[src/rtl/decode_pkg.sv]
// ============================================================================
// decode_pkg: shared encodings, one-hot bit indices and entry type for the
// buffered MIPS-32 instruction decoder.  Rev 1.0
// ============================================================================
`default_nettype none

package decode_pkg;

    localparam int CODE_W = 54;

    // Opcodes (instr[31:26])
    localparam logic [5:0] OP_RTYPE    = 6'b000000;
    localparam logic [5:0] OP_REGIMM   = 6'b000001;
    localparam logic [5:0] OP_J        = 6'b000010;
    localparam logic [5:0] OP_JAL      = 6'b000011;
    localparam logic [5:0] OP_BEQ      = 6'b000100;
    localparam logic [5:0] OP_BNE      = 6'b000101;
    localparam logic [5:0] OP_ADDI     = 6'b001000;
    localparam logic [5:0] OP_ADDIU    = 6'b001001;
    localparam logic [5:0] OP_SLTI     = 6'b001010;
    localparam logic [5:0] OP_SLTIU    = 6'b001011;
    localparam logic [5:0] OP_ANDI     = 6'b001100;
    localparam logic [5:0] OP_ORI      = 6'b001101;
    localparam logic [5:0] OP_XORI     = 6'b001110;
    localparam logic [5:0] OP_LUI      = 6'b001111;
    localparam logic [5:0] OP_SPECIAL2 = 6'b011100;
    localparam logic [5:0] OP_LB       = 6'b100000;
    localparam logic [5:0] OP_LH       = 6'b100001;
    localparam logic [5:0] OP_LW       = 6'b100011;
    localparam logic [5:0] OP_LBU      = 6'b100100;
    localparam logic [5:0] OP_LHU      = 6'b100101;
    localparam logic [5:0] OP_SB       = 6'b101000;
    localparam logic [5:0] OP_SH       = 6'b101001;
    localparam logic [5:0] OP_SW       = 6'b101011;

    // R-type funct (instr[5:0] with opcode 000000)
    localparam logic [5:0] FN_SLL     = 6'b000000;
    localparam logic [5:0] FN_SRL     = 6'b000010;
    localparam logic [5:0] FN_SRA     = 6'b000011;
    localparam logic [5:0] FN_SLLV    = 6'b000100;
    localparam logic [5:0] FN_SRLV    = 6'b000110;
    localparam logic [5:0] FN_SRAV    = 6'b000111;
    localparam logic [5:0] FN_JR      = 6'b001000;
    localparam logic [5:0] FN_JALR    = 6'b001001;
    localparam logic [5:0] FN_SYSCALL = 6'b001100;
    localparam logic [5:0] FN_BREAK   = 6'b001101;
    localparam logic [5:0] FN_MFHI    = 6'b010000;
    localparam logic [5:0] FN_MTHI    = 6'b010001;
    localparam logic [5:0] FN_MFLO    = 6'b010010;
    localparam logic [5:0] FN_MTLO    = 6'b010011;
    localparam logic [5:0] FN_MULTU   = 6'b011001;
    localparam logic [5:0] FN_DIV     = 6'b011010;
    localparam logic [5:0] FN_DIVU    = 6'b011011;
    localparam logic [5:0] FN_ADD     = 6'b100000;
    localparam logic [5:0] FN_ADDU    = 6'b100001;
    localparam logic [5:0] FN_SUB     = 6'b100010;
    localparam logic [5:0] FN_SUBU    = 6'b100011;
    localparam logic [5:0] FN_AND     = 6'b100100;
    localparam logic [5:0] FN_OR      = 6'b100101;
    localparam logic [5:0] FN_XOR     = 6'b100110;
    localparam logic [5:0] FN_NOR     = 6'b100111;
    localparam logic [5:0] FN_SLT     = 6'b101010;
    localparam logic [5:0] FN_SLTU    = 6'b101011;
    localparam logic [5:0] FN_TEQ     = 6'b110100;

    // SPECIAL2 funct (opcode 011100)
    localparam logic [5:0] FN2_MUL = 6'b000010;
    localparam logic [5:0] FN2_CLZ = 6'b100000;

    // Coprocessor-0 forms
    localparam logic [10:0] COP0_MFC0 = 11'b01000_000000;
    localparam logic [10:0] COP0_MTC0 = 11'b01000_000100;
    localparam logic [31:0] ERET_WORD = 32'h4200_0018;

    // One-hot bit positions
    localparam int B_ADD = 0,    B_ADDU = 1,  B_SUB = 2,   B_SUBU = 3,   B_AND = 4;
    localparam int B_OR = 5,     B_XOR = 6,   B_NOR = 7,   B_SLT = 8,    B_SLTU = 9;
    localparam int B_SLL = 10,   B_SRL = 11,  B_SRA = 12,  B_SLLV = 13,  B_SRLV = 14;
    localparam int B_SRAV = 15,  B_JR = 16,   B_ADDI = 17, B_ADDIU = 18, B_ANDI = 19;
    localparam int B_ORI = 20,   B_XORI = 21, B_LUI = 22,  B_LW = 23,    B_SW = 24;
    localparam int B_BEQ = 25,   B_BNE = 26,  B_SLTI = 27, B_SLTIU = 28, B_J = 29;
    localparam int B_JAL = 30,   B_CLZ = 31,  B_MUL = 32,  B_JALR = 33,  B_DIVU = 34;
    localparam int B_DIV = 35,   B_MULTU = 36, B_LB = 37,  B_LBU = 38,   B_LH = 39;
    localparam int B_LHU = 40,   B_SB = 41,   B_SH = 42,   B_BGEZ = 43,  B_MFHI = 44;
    localparam int B_MTHI = 45,  B_MFLO = 46, B_MTLO = 47, B_ERET = 48,  B_SYSCALL = 49;
    localparam int B_TEQ = 50,   B_BREAK = 51, B_MFC0 = 52, B_MTC0 = 53;

    // Decoded part of a FIFO entry; the PC field is appended by the queue
    typedef struct packed {
        logic [CODE_W-1:0] code;
        logic              illegal;
        logic [31:0]       instr;
    } dec_word_t;

endpackage

`default_nettype wire

[src/rtl/instr_onehot_decode.sv]
// ============================================================================
// instr_onehot_decode: combinational MIPS-32 word to 54-bit one-hot decoder
// with an explicit illegal flag.  Rev 1.0
// ============================================================================
`default_nettype none

module instr_onehot_decode
    import decode_pkg::*;
(
    input  logic [31:0]       instr,
    output logic [CODE_W-1:0] code,
    output logic              illegal
);

    logic [5:0] w_op;
    logic [5:0] w_fn;

    assign w_op = instr[31:26];
    assign w_fn = instr[5:0];

    always_comb begin
        code = '0;
        case (w_op)
            OP_RTYPE: begin
                case (w_fn)
                    FN_ADD:     code[B_ADD]     = 1'b1;
                    FN_ADDU:    code[B_ADDU]    = 1'b1;
                    FN_SUB:     code[B_SUB]     = 1'b1;
                    FN_SUBU:    code[B_SUBU]    = 1'b1;
                    FN_AND:     code[B_AND]     = 1'b1;
                    FN_OR:      code[B_OR]      = 1'b1;
                    FN_XOR:     code[B_XOR]     = 1'b1;
                    FN_NOR:     code[B_NOR]     = 1'b1;
                    FN_SLT:     code[B_SLT]     = 1'b1;
                    FN_SLTU:    code[B_SLTU]    = 1'b1;
                    FN_SLL:     code[B_SLL]     = 1'b1;
                    FN_SRL:     code[B_SRL]     = 1'b1;
                    FN_SRA:     code[B_SRA]     = 1'b1;
                    FN_SLLV:    code[B_SLLV]    = 1'b1;
                    FN_SRLV:    code[B_SRLV]    = 1'b1;
                    FN_SRAV:    code[B_SRAV]    = 1'b1;
                    FN_JR:      code[B_JR]      = 1'b1;
                    FN_JALR:    code[B_JALR]    = 1'b1;
                    FN_DIVU:    code[B_DIVU]    = 1'b1;
                    FN_DIV:     code[B_DIV]     = 1'b1;
                    FN_MULTU:   code[B_MULTU]   = 1'b1;
                    FN_MFHI:    code[B_MFHI]    = 1'b1;
                    FN_MTHI:    code[B_MTHI]    = 1'b1;
                    FN_MFLO:    code[B_MFLO]    = 1'b1;
                    FN_MTLO:    code[B_MTLO]    = 1'b1;
                    FN_SYSCALL: code[B_SYSCALL] = 1'b1;
                    FN_TEQ:     code[B_TEQ]     = 1'b1;
                    FN_BREAK:   code[B_BREAK]   = 1'b1;
                    default:    ;
                endcase
            end
            OP_SPECIAL2: begin
                case (w_fn)
                    FN2_CLZ: code[B_CLZ] = 1'b1;
                    FN2_MUL: code[B_MUL] = 1'b1;
                    default: ;
                endcase
            end
            OP_ADDI:   code[B_ADDI]  = 1'b1;
            OP_ADDIU:  code[B_ADDIU] = 1'b1;
            OP_ANDI:   code[B_ANDI]  = 1'b1;
            OP_ORI:    code[B_ORI]   = 1'b1;
            OP_XORI:   code[B_XORI]  = 1'b1;
            OP_LUI:    code[B_LUI]   = 1'b1;
            OP_LW:     code[B_LW]    = 1'b1;
            OP_SW:     code[B_SW]    = 1'b1;
            OP_BEQ:    code[B_BEQ]   = 1'b1;
            OP_BNE:    code[B_BNE]   = 1'b1;
            OP_SLTI:   code[B_SLTI]  = 1'b1;
            OP_SLTIU:  code[B_SLTIU] = 1'b1;
            OP_J:      code[B_J]     = 1'b1;
            OP_JAL:    code[B_JAL]   = 1'b1;
            OP_LB:     code[B_LB]    = 1'b1;
            OP_LBU:    code[B_LBU]   = 1'b1;
            OP_LH:     code[B_LH]    = 1'b1;
            OP_LHU:    code[B_LHU]   = 1'b1;
            OP_SB:     code[B_SB]    = 1'b1;
            OP_SH:     code[B_SH]    = 1'b1;
            OP_REGIMM: code[B_BGEZ]  = 1'b1;
            default:   ;
        endcase
        // COP0 forms share opcode 010000 but are disjoint from each other
        code[B_ERET] = (instr == ERET_WORD);
        code[B_MFC0] = (instr[31:21] == COP0_MFC0);
        code[B_MTC0] = (instr[31:21] == COP0_MTC0);
    end

    assign illegal = ~|code;

endmodule

`default_nettype wire

[src/rtl/decode_queue.sv]
// ============================================================================
// decode_queue: decodes fetched words on the push side and buffers them in a
// DEPTH-entry FIFO feeding the control unit.  Rev 1.0
// ============================================================================
`default_nettype none

module decode_queue
    import decode_pkg::*;
#(
    parameter int DEPTH = 2,
    parameter int PC_W  = 32,
    parameter int CNT_W = 16
) (
    input  logic                     clk,
    input  logic                     rst_n,
    input  logic                     flush,
    input  logic                     in_valid,
    output logic                     in_ready,
    input  logic [31:0]              in_instr,
    input  logic [PC_W-1:0]          in_pc,
    output logic                     out_valid,
    input  logic                     out_ready,
    output logic [CODE_W-1:0]        out_code,
    output logic                     out_illegal,
    output logic [31:0]              out_instr,
    output logic [PC_W-1:0]          out_pc,
    output logic [$clog2(DEPTH):0]   level,
    output logic [CNT_W-1:0]         illegal_count
);

    localparam int AW = $clog2(DEPTH);
    localparam int LW = AW + 1;

    typedef struct packed {
        dec_word_t       dec;
        logic [PC_W-1:0] pc;
    } entry_t;

    entry_t            r_mem [DEPTH];
    logic [AW-1:0]     r_wr_ptr;
    logic [AW-1:0]     r_rd_ptr;
    logic [LW-1:0]     r_level;
    logic [CNT_W-1:0]  r_ill_cnt;

    logic [CODE_W-1:0] w_code;
    logic              w_illegal;
    logic              w_full;
    logic              w_empty;
    logic              w_push;
    logic              w_pop;
    entry_t            w_wr_entry;
    entry_t            w_head;

    instr_onehot_decode u_decode (
        .instr   (in_instr),
        .code    (w_code),
        .illegal (w_illegal)
    );

    assign w_full   = (r_level == LW'(DEPTH));
    assign w_empty  = (r_level == '0);
    assign in_ready = !w_full && rst_n;
    assign out_valid = !w_empty;
    assign w_push   = in_valid && in_ready && !flush;
    assign w_pop    = out_valid && out_ready && !flush;

    assign w_wr_entry.dec.code    = w_code;
    assign w_wr_entry.dec.illegal = w_illegal;
    assign w_wr_entry.dec.instr   = in_instr;
    assign w_wr_entry.pc          = in_pc;

    // Pointers are AW bits wide, so DEPTH being a power of two gives the wrap for free
    always_ff @(posedge clk or negedge rst_n) begin
        if (!rst_n) begin
            r_wr_ptr <= '0;
            r_rd_ptr <= '0;
            r_level  <= '0;
        end else if (flush) begin
            r_wr_ptr <= '0;
            r_rd_ptr <= '0;
            r_level  <= '0;
        end else begin
            if (w_push) r_wr_ptr <= r_wr_ptr + 1'b1;
            if (w_pop)  r_rd_ptr <= r_rd_ptr + 1'b1;
            if (w_push && !w_pop)      r_level <= r_level + 1'b1;
            else if (!w_push && w_pop) r_level <= r_level - 1'b1;
        end
    end

    always_ff @(posedge clk or negedge rst_n) begin
        if (!rst_n) begin
            r_ill_cnt <= '0;
        end else if (w_push && w_illegal && (r_ill_cnt != '1)) begin
            r_ill_cnt <= r_ill_cnt + 1'b1;
        end
    end

    always_ff @(posedge clk) begin
        if (w_push) r_mem[r_wr_ptr] <= w_wr_entry;
    end

    // Head fields are forced to zero whenever nothing valid is held
    assign w_head        = r_mem[r_rd_ptr];
    assign out_code      = out_valid ? w_head.dec.code  : '0;
    assign out_illegal   = out_valid & w_head.dec.illegal;
    assign out_instr     = out_valid ? w_head.dec.instr : '0;
    assign out_pc        = out_valid ? w_head.pc        : '0;
    assign level         = r_level;
    assign illegal_count = r_ill_cnt;

endmodule

`default_nettype wire

[config.mk]
export PLATFORM = sky130hd
export DESIGN_NAME = decode_queue
export DESIGN_NICKNAME = d
export VERILOG_FILES = /design/src/rtl/decode_pkg.sv /design/src/rtl/instr_onehot_decode.sv /design/src/rtl/decode_queue.sv
export SDC_FILE = /design/constraint.sdc
export NUM_CORES = 1
export LEC_CHECK = 0
export BUFFER_PORTS_ARGS = -buffer_cell sky130_fd_sc_hd__buf_2
export CORE_MARGIN = 2
export CORE_UTILIZATION = 60
export CTS_CLUSTER_SIZE = 30
export DETAILED_ROUTE_END_ITERATION = 8
export GPL_ROUTABILITY_DRIVEN = 1
export PLACE_DENSITY = 0.82
export REMOVE_ABC_BUFFERS = 1
export SETUP_SLACK_MARGIN = 0.1
export SLEW_MARGIN = 20
export SYNTH_ARGS = -nofsm -noshare
export SYNTH_HDL_FRONTEND = slang
export SYNTH_SLANG_ARGS = --single-unit
[constraint.sdc]
create_clock -name clk -period 20.3 [get_ports clk]
set_clock_uncertainty 0.05 [all_clocks]
set_input_delay 4.06 -clock clk [delete_from_list [all_inputs] [get_ports clk]]
set_output_delay 4.06 -clock clk [all_outputs]
set_load 0.01 [all_outputs]
==> run_results.csv, run 1 <==
group,metric,value,unit
run_status,status,"complete, no violations",
sta,worstMarginPinSlew,1.088,ns
setup_path,cpPeakStageDelay,0.40,ns
clock_tree,cts_buffer_depth,3,
synth,ys_types,57,
finish,multi_input_area,2942,um2
die,dieArea,19050,um2
sta,hold_slack,0.4505,ns
grt,grt_overflow,0,
finish,fin_area,12880,um2
sta,setup_tns,0,ns
synth,synth_top_flop_cell,"edfxtp_1",
setup_path,cp.arrival,4.78,ns
clock_tree,path_clk_slew,0.06,ns
finish,register_area,7651,um2
clock_tree,htree_levels,1,
grt,antenna_found_initial,3,
synth,netlist.area_leader.share,66.33,%
die,die_x,138.0,um
synth,syn_avg_cell_area,14.37,um2
sta,fmax,0.1125,GHz
grt,grt_first_pass_wirelength,35150,um
sta,rsz0062_at_grt,"no",
sta,post-route-period-util,43.78,%
sta,fin_ws,11.41,ns
clock_tree,insertion_delay,0.51,ns
synth,synthTopCellsByCount,"edfxtp_1 (238), nor2_1 (167), mux2i_1 (120)",
finish,fin_nets,1023,
synth,yosys_warnings,0,
clock_tree,ctsHoldBuffers,0,
synth,synthArstFlopShare,7.752,%
route,via_count,6758,
route,wirelength,21970,um
placement,place_congestion,0.7816,
synth,ys_seq_area_share,70.97,%
finish,area_growth,19.50,%
synth,synth_area,10780,um2
synth,yosysTopAreaCell,"edfxtp_1",
sta,finalHoldViolCount,0,
setup_path,critPathLaunchType,"input port",
setup_path,critPathKind,"input port to output port",
setup_path,cp_max_fo,23,
setup_path,path_common_cell,"buf_2",
clock_tree,ctsResizeCount,0,
die,die_height,138.0,um
route,post_drt_wl_per_cell,18.26,um
setup_path,critPathBufInv,2,
setup_path,reg2reg_from,"level[1]",
route,detail-route-antenna-nets,0,
die,initial_utilization,60.61,%
grt,grt_pass1_vias,6798,
job,maxCapViolCount,0,
clock_tree,root_buffer,"clkbuf_16",
grt,grt_max_degree,78,
synth,yosys-top-cells-area,"edfxtp_1 (66%), mux2i_1 (11%), nor2_1 (5.8%)",
die,core-area,17780,um2
setup_path,critPathTopFamily,"buffers and inverters",
route,viasPerCell,5.618,
setup_path,cpMaxStageDelayCell,"buf_2",
setup_path,cp-end-kind,"output port",
power,powerDensity,90.78,nW/um2
setup_path,path_cells,"buf_2 -> and2b_1 -> buf_2",
sta,final-setup-viol-count,0,
power,p_total,1.169,mW
setup_path,cp-startpoint,"rst_n",
placement,portBuffers,207,
clock_tree,cts_tree,"built",
synth,synth-seq-cells,258,
route,dr.pass1.iters,4,
clock_tree,cts_inserted_buffers,26,
placement,place_area,11980,um2
finish,drive_gt1_share,28.42,%
synth,syn_inst,750,
route,dr.first_iter.drc_count,444,
worst_hold_path,worstHoldPathType,"register to register",
synth,synth_edf_count,238,
clock_tree,cts_sinks,258,
placement,hpwl,13750,um
route,drc,0,
synth,synth.most_common_cell,"edfxtp_1",
setup_path,critPathRequiredTime,16.19,ns
grt,grt_usage,22.83,%
sta,drv_slew,0,
die,ios,208,
worst_hold_path,holdCritStartpoint,"illegal_count[4]",
power,cellLeakagePower,4.999,nW
finish,fillers,1175,
clock_tree,post_cts_buffers,0,
power,irDropWorstVdd,79.95,uV
sta,timing.slew.headroom,27.50,%
sta,fin_crit,8.888,ns
die,rows,49,
placement,dpl_worst_slack,11.40,ns
## final cells by class
class,instances,share of cell area (%)
clock inverters,13,1.302
multi-input cells,448,22.85
repair buffers,213,8.551
diodes,3,0.05830
inverters,6,0.1749
flip-flops and latches,258,59.42
well taps,229,2.225
clock buffers,33,5.422
## per-layer routing
metal,track usage [%],vias to the layer above,share of wire [%]
met1,31.59,3293,42
met2,38.04,254,49
met5,0,-,0
li1,-,3178,-
met3,3.914,33,6.7
met4,6.498,0,2.1
## state kept, by name (all words and copies together) (netlist names)
name	count
r_wr_ptr	1
illegal_count	16
r_mem	238
level	2
r_rd_ptr	1
## final timing paths
check                      slack [ns]  cells after the start                to
hold / removal                   0.45                      1  illegal_count[4]
setup / recovery                11.41                      3          in_ready
min in group asynchronous        3.45                      1  illegal_count[3]
setup reg to reg                17.38                      4      r_mem[1][69]
hold reg to reg                  0.45                      1  illegal_count[4]
max in group asynchronous       16.37                      1          r_rd_ptr
## layout by cell type (no fill, tap or decap), drive strengths merged, types with 3 or more instances in the layout
cell      n
a21oi     6
buf     213
bufinv    4
clkbuf   33
clkinv    7
dfrtp    20
diode     3
edfxtp  238
inv       7
mux2      4
mux2i   120
nand2    19
nand2b    7
nand3    12
nand4     8
nor2    167
nor2b     5
nor3     32
nor4     14
or2       4
or3       6
xor2     14
## cell families after synthesis
| group | synth area share, % |
|---|---|
| buf+inv | 1.893 |
| flops | 70.97 |
| fa+ha+maj | 0.1161 |
| xor+xnor | 1.301 |
| mux | 11.60 |
| simple gates | 12.76 |
| compound gates | 1.359 |
## power breakdown
group          total [mW]  internal (mW)  leakage [nW]  switching [mW]
clock network       0.480          0.293         0.421           0.187
logic              0.0871         0.0352          1.94          0.0519
registers           0.602          0.590          2.64          0.0113
total                1.17          0.919          5.00           0.250
## metrics by stage
| stage | cells | util, % |
|---|---|---|
| after detailed placement | 1153 | 67.35 |
| after CTS | 1199 | 72.22 |
| after global placement | 1153 | 67.35 |
| after global routing | 1203 | 72.42 |
| after floorplan | 712 | - |
| final | 1203 | 72.42 |
No activity file was read; power rests on OpenSTA's default activity.
==> inputs of run 2 (changes only) <==
--- a/config.mk
+++ b/config.mk
@@ -7,11 +7,11 @@
 export LEC_CHECK = 0
 export BUFFER_PORTS_ARGS = -buffer_cell sky130_fd_sc_hd__buf_2
 export CORE_MARGIN = 2
-export CORE_UTILIZATION = 60
+export CORE_UTILIZATION = 55
 export CTS_CLUSTER_SIZE = 30
 export DETAILED_ROUTE_END_ITERATION = 8
 export GPL_ROUTABILITY_DRIVEN = 1
-export PLACE_DENSITY = 0.82
+export PLACE_DENSITY = 0.75
 export REMOVE_ABC_BUFFERS = 1
 export SETUP_SLACK_MARGIN = 0.1
 export SLEW_MARGIN = 20
==> constraint.sdc (replaced) <==
create_clock -name clk -period 8.65 [get_ports clk]
set_clock_uncertainty 0.05 [all_clocks]
set_input_delay 1.73 -clock clk [delete_from_list [all_inputs] [get_ports clk]]
set_output_delay 1.73 -clock clk [all_outputs]
set_load 0.01 [all_outputs]
==> run 2 against run 1 <==
Largest power group unchanged. Via count fell by 0.24%. Clock power rose by 120%. Clock-buffer cell count rose by 6. Global-route usage fell by 2.2 points. Routed wire length rose by 3.0%.
==> run_results.csv, run 2 (synthesis results as in run 1) <==
group,metric,value,unit
die,ios,208,
route,drc,0,
route,wirelength,22620,um
placement,hpwl,14180,um
route,dr.pass1.iters,5,
grt,grt_overflow,0,
job,maxCapViolCount,0,
clock_tree,cts_sinks,258,
power,p_total,2.689,mW
power,cellLeakagePower,4.970,nW
die,core-area,19330,um2
setup_path,critPathLaunchType,"register",
setup_path,critPathKind,"register to output port",
sta,timing.slew.headroom,25.27,%
route,detail-route-antenna-nets,0,
die,die_x,144.0,um
route,post_drt_wl_per_cell,18.19,um
clock_tree,cts_inserted_buffers,27,
setup_path,critPathRequiredTime,6.87,ns
grt,antenna_found_initial,2,
run_status,status,"complete, no violations",
route,dr.first_iter.drc_count,441,
worst_hold_path,hold_end,"illegal_count[11]",
worst_hold_path,whs_path_depth,1,
finish,area_growth,19.41,%
die,dieArea,20730,um2
die,die_height,144.0,um
placement,portBuffers,207,
sta,rsz0062_at_grt,"no",
setup_path,cp.arrival,2.80,ns
finish,final_common_cell,"edfxtp_1",
finish,fin_area,12870,um2
placement,dpl_worst_slack,3.892,ns
finish,fin_nets,1025,
die,initial_utilization,55.73,%
sta,post-route-period-util,52.98,%
sta,worstMarginPinSlew,1.121,ns
route,via_count,6742,
setup_path,cp_max_fo,65,
setup_path,cp-end-kind,"output port",
sta,fin_crit,4.583,ns
sta,final-setup-viol-count,0,
sta,fin_ws,4.067,ns
finish,drive_gt1_share,28.28,%
clock_tree,cts_buffer_depth,3,
finish,final_cell_mix,"edfxtp_1 (238), buf_2 (207), nor2_1 (165)",
setup_path,rrSetupSlack,5.74,ns
grt,grt_max_degree,80,
clock_tree,post_cts_buffers,0,
placement,place_area,12040,um2
setup_path,cp-startpoint,"level[0]",
setup_path,reg2reg_from,"level[1]",
clock_tree,ctsResizeCount,0,
sta,setup_tns,0,ns
worst_hold_path,worstHoldPathType,"register to register",
sta,hold_slack,0.4464,ns
clock_tree,insertion_delay,0.52,ns
clock_tree,htree_levels,1,
worst_hold_path,holdCritStartpoint,"illegal_count[11]",
setup_path,rr_worst_depth,4,
die,rows,51,
power,powerDensity,209.0,nW/um2
setup_path,r2r_end,"r_mem[1][97]",
grt,grt_first_pass_wirelength,33390,um
clock_tree,root_buffer,"clkbuf_16",
route,viasPerCell,5.420,
grt,grt_usage,20.65,%
power,irDropWorstVdd,152.1,uV
sta,drv_slew,0,
grt,grt_pass1_vias,6517,
clock_tree,cts_tree,"built",
placement,place_congestion,0.7979,
clock_tree,path_clk_slew,0.06,ns
finish,largest_reg_flops,238,
finish,regMostFlops,"r_mem",
sta,finalHoldViolCount,0,
clock_tree,ctsHoldBuffers,0,
sta,fmax,0.2182,GHz
## run 2: changes by cell type in the layout (fill, tap and decap cells not counted), sizes merged
cell and change:
buf +1, clkinvlp +1, bufinv -3, clkbuf +6
## run 2: where the power goes
group	switching [mW]	leakage [nW]	internal, mW
registers	0.0210	2.64	1.39
logic	0.129	1.94	0.0805
clock network	0.450	0.396	0.623
## run 2: worst max-delay path by stage
stage / end / slack (ns) / cells after the start
after floorplan: r_mem[0][0] / 0.87 / 3
after global placement: r_mem[1][77] / 3.94 / 5
after detailed placement: r_mem[1][34] / 3.89 / 5
after CTS: out_code[48] / 4.06 / 5
after global routing: out_code[48] / 3.89 / 5
final: out_code[48] / 4.07 / 5
## run 2: cell type report
cell class | count | area, um2
Antenna cell | 3 | 7.507
Clock inverter | 11 | 83.83
Sequential cell | 258 | 7651
Timing Repair Buffer | 214 | 1089
Inverter | 6 | 22.52
Fill cell | 1427 | 6467
Clock buffer | 39 | 740.7
Tap cell | 265 | 331.6
Multi-Input combinational cell | 448 | 2942
## run 2: metrics by stage
step | util, % | std cells
global route | 66.52 | 1242
detailed placement | 62.25 | 1191
finish | 66.55 | 1244
global placement | 62.25 | 1191
CTS | 66.51 | 1241
floorplan | - | 712
## run 2: critical path, stage by stage (launching register included)
cell	delay, ns
dfrtp_1	0.49
nor2_4	0.12
buf_4	0.48
buf_4	0.70
nor2_1	0.21
buf_2	0.20
## run 2: routing by layer
layer / vias up / share of wire, % / GRT usage [%]
met5: - / 0 / 0
met4: 0 / 2.2 / 6.398
met3: 32 / 8.3 / 4.371
met2: 235 / 47 / 34.26
met1: 3299 / 43 / 27.66
li1: 3176 / - / -
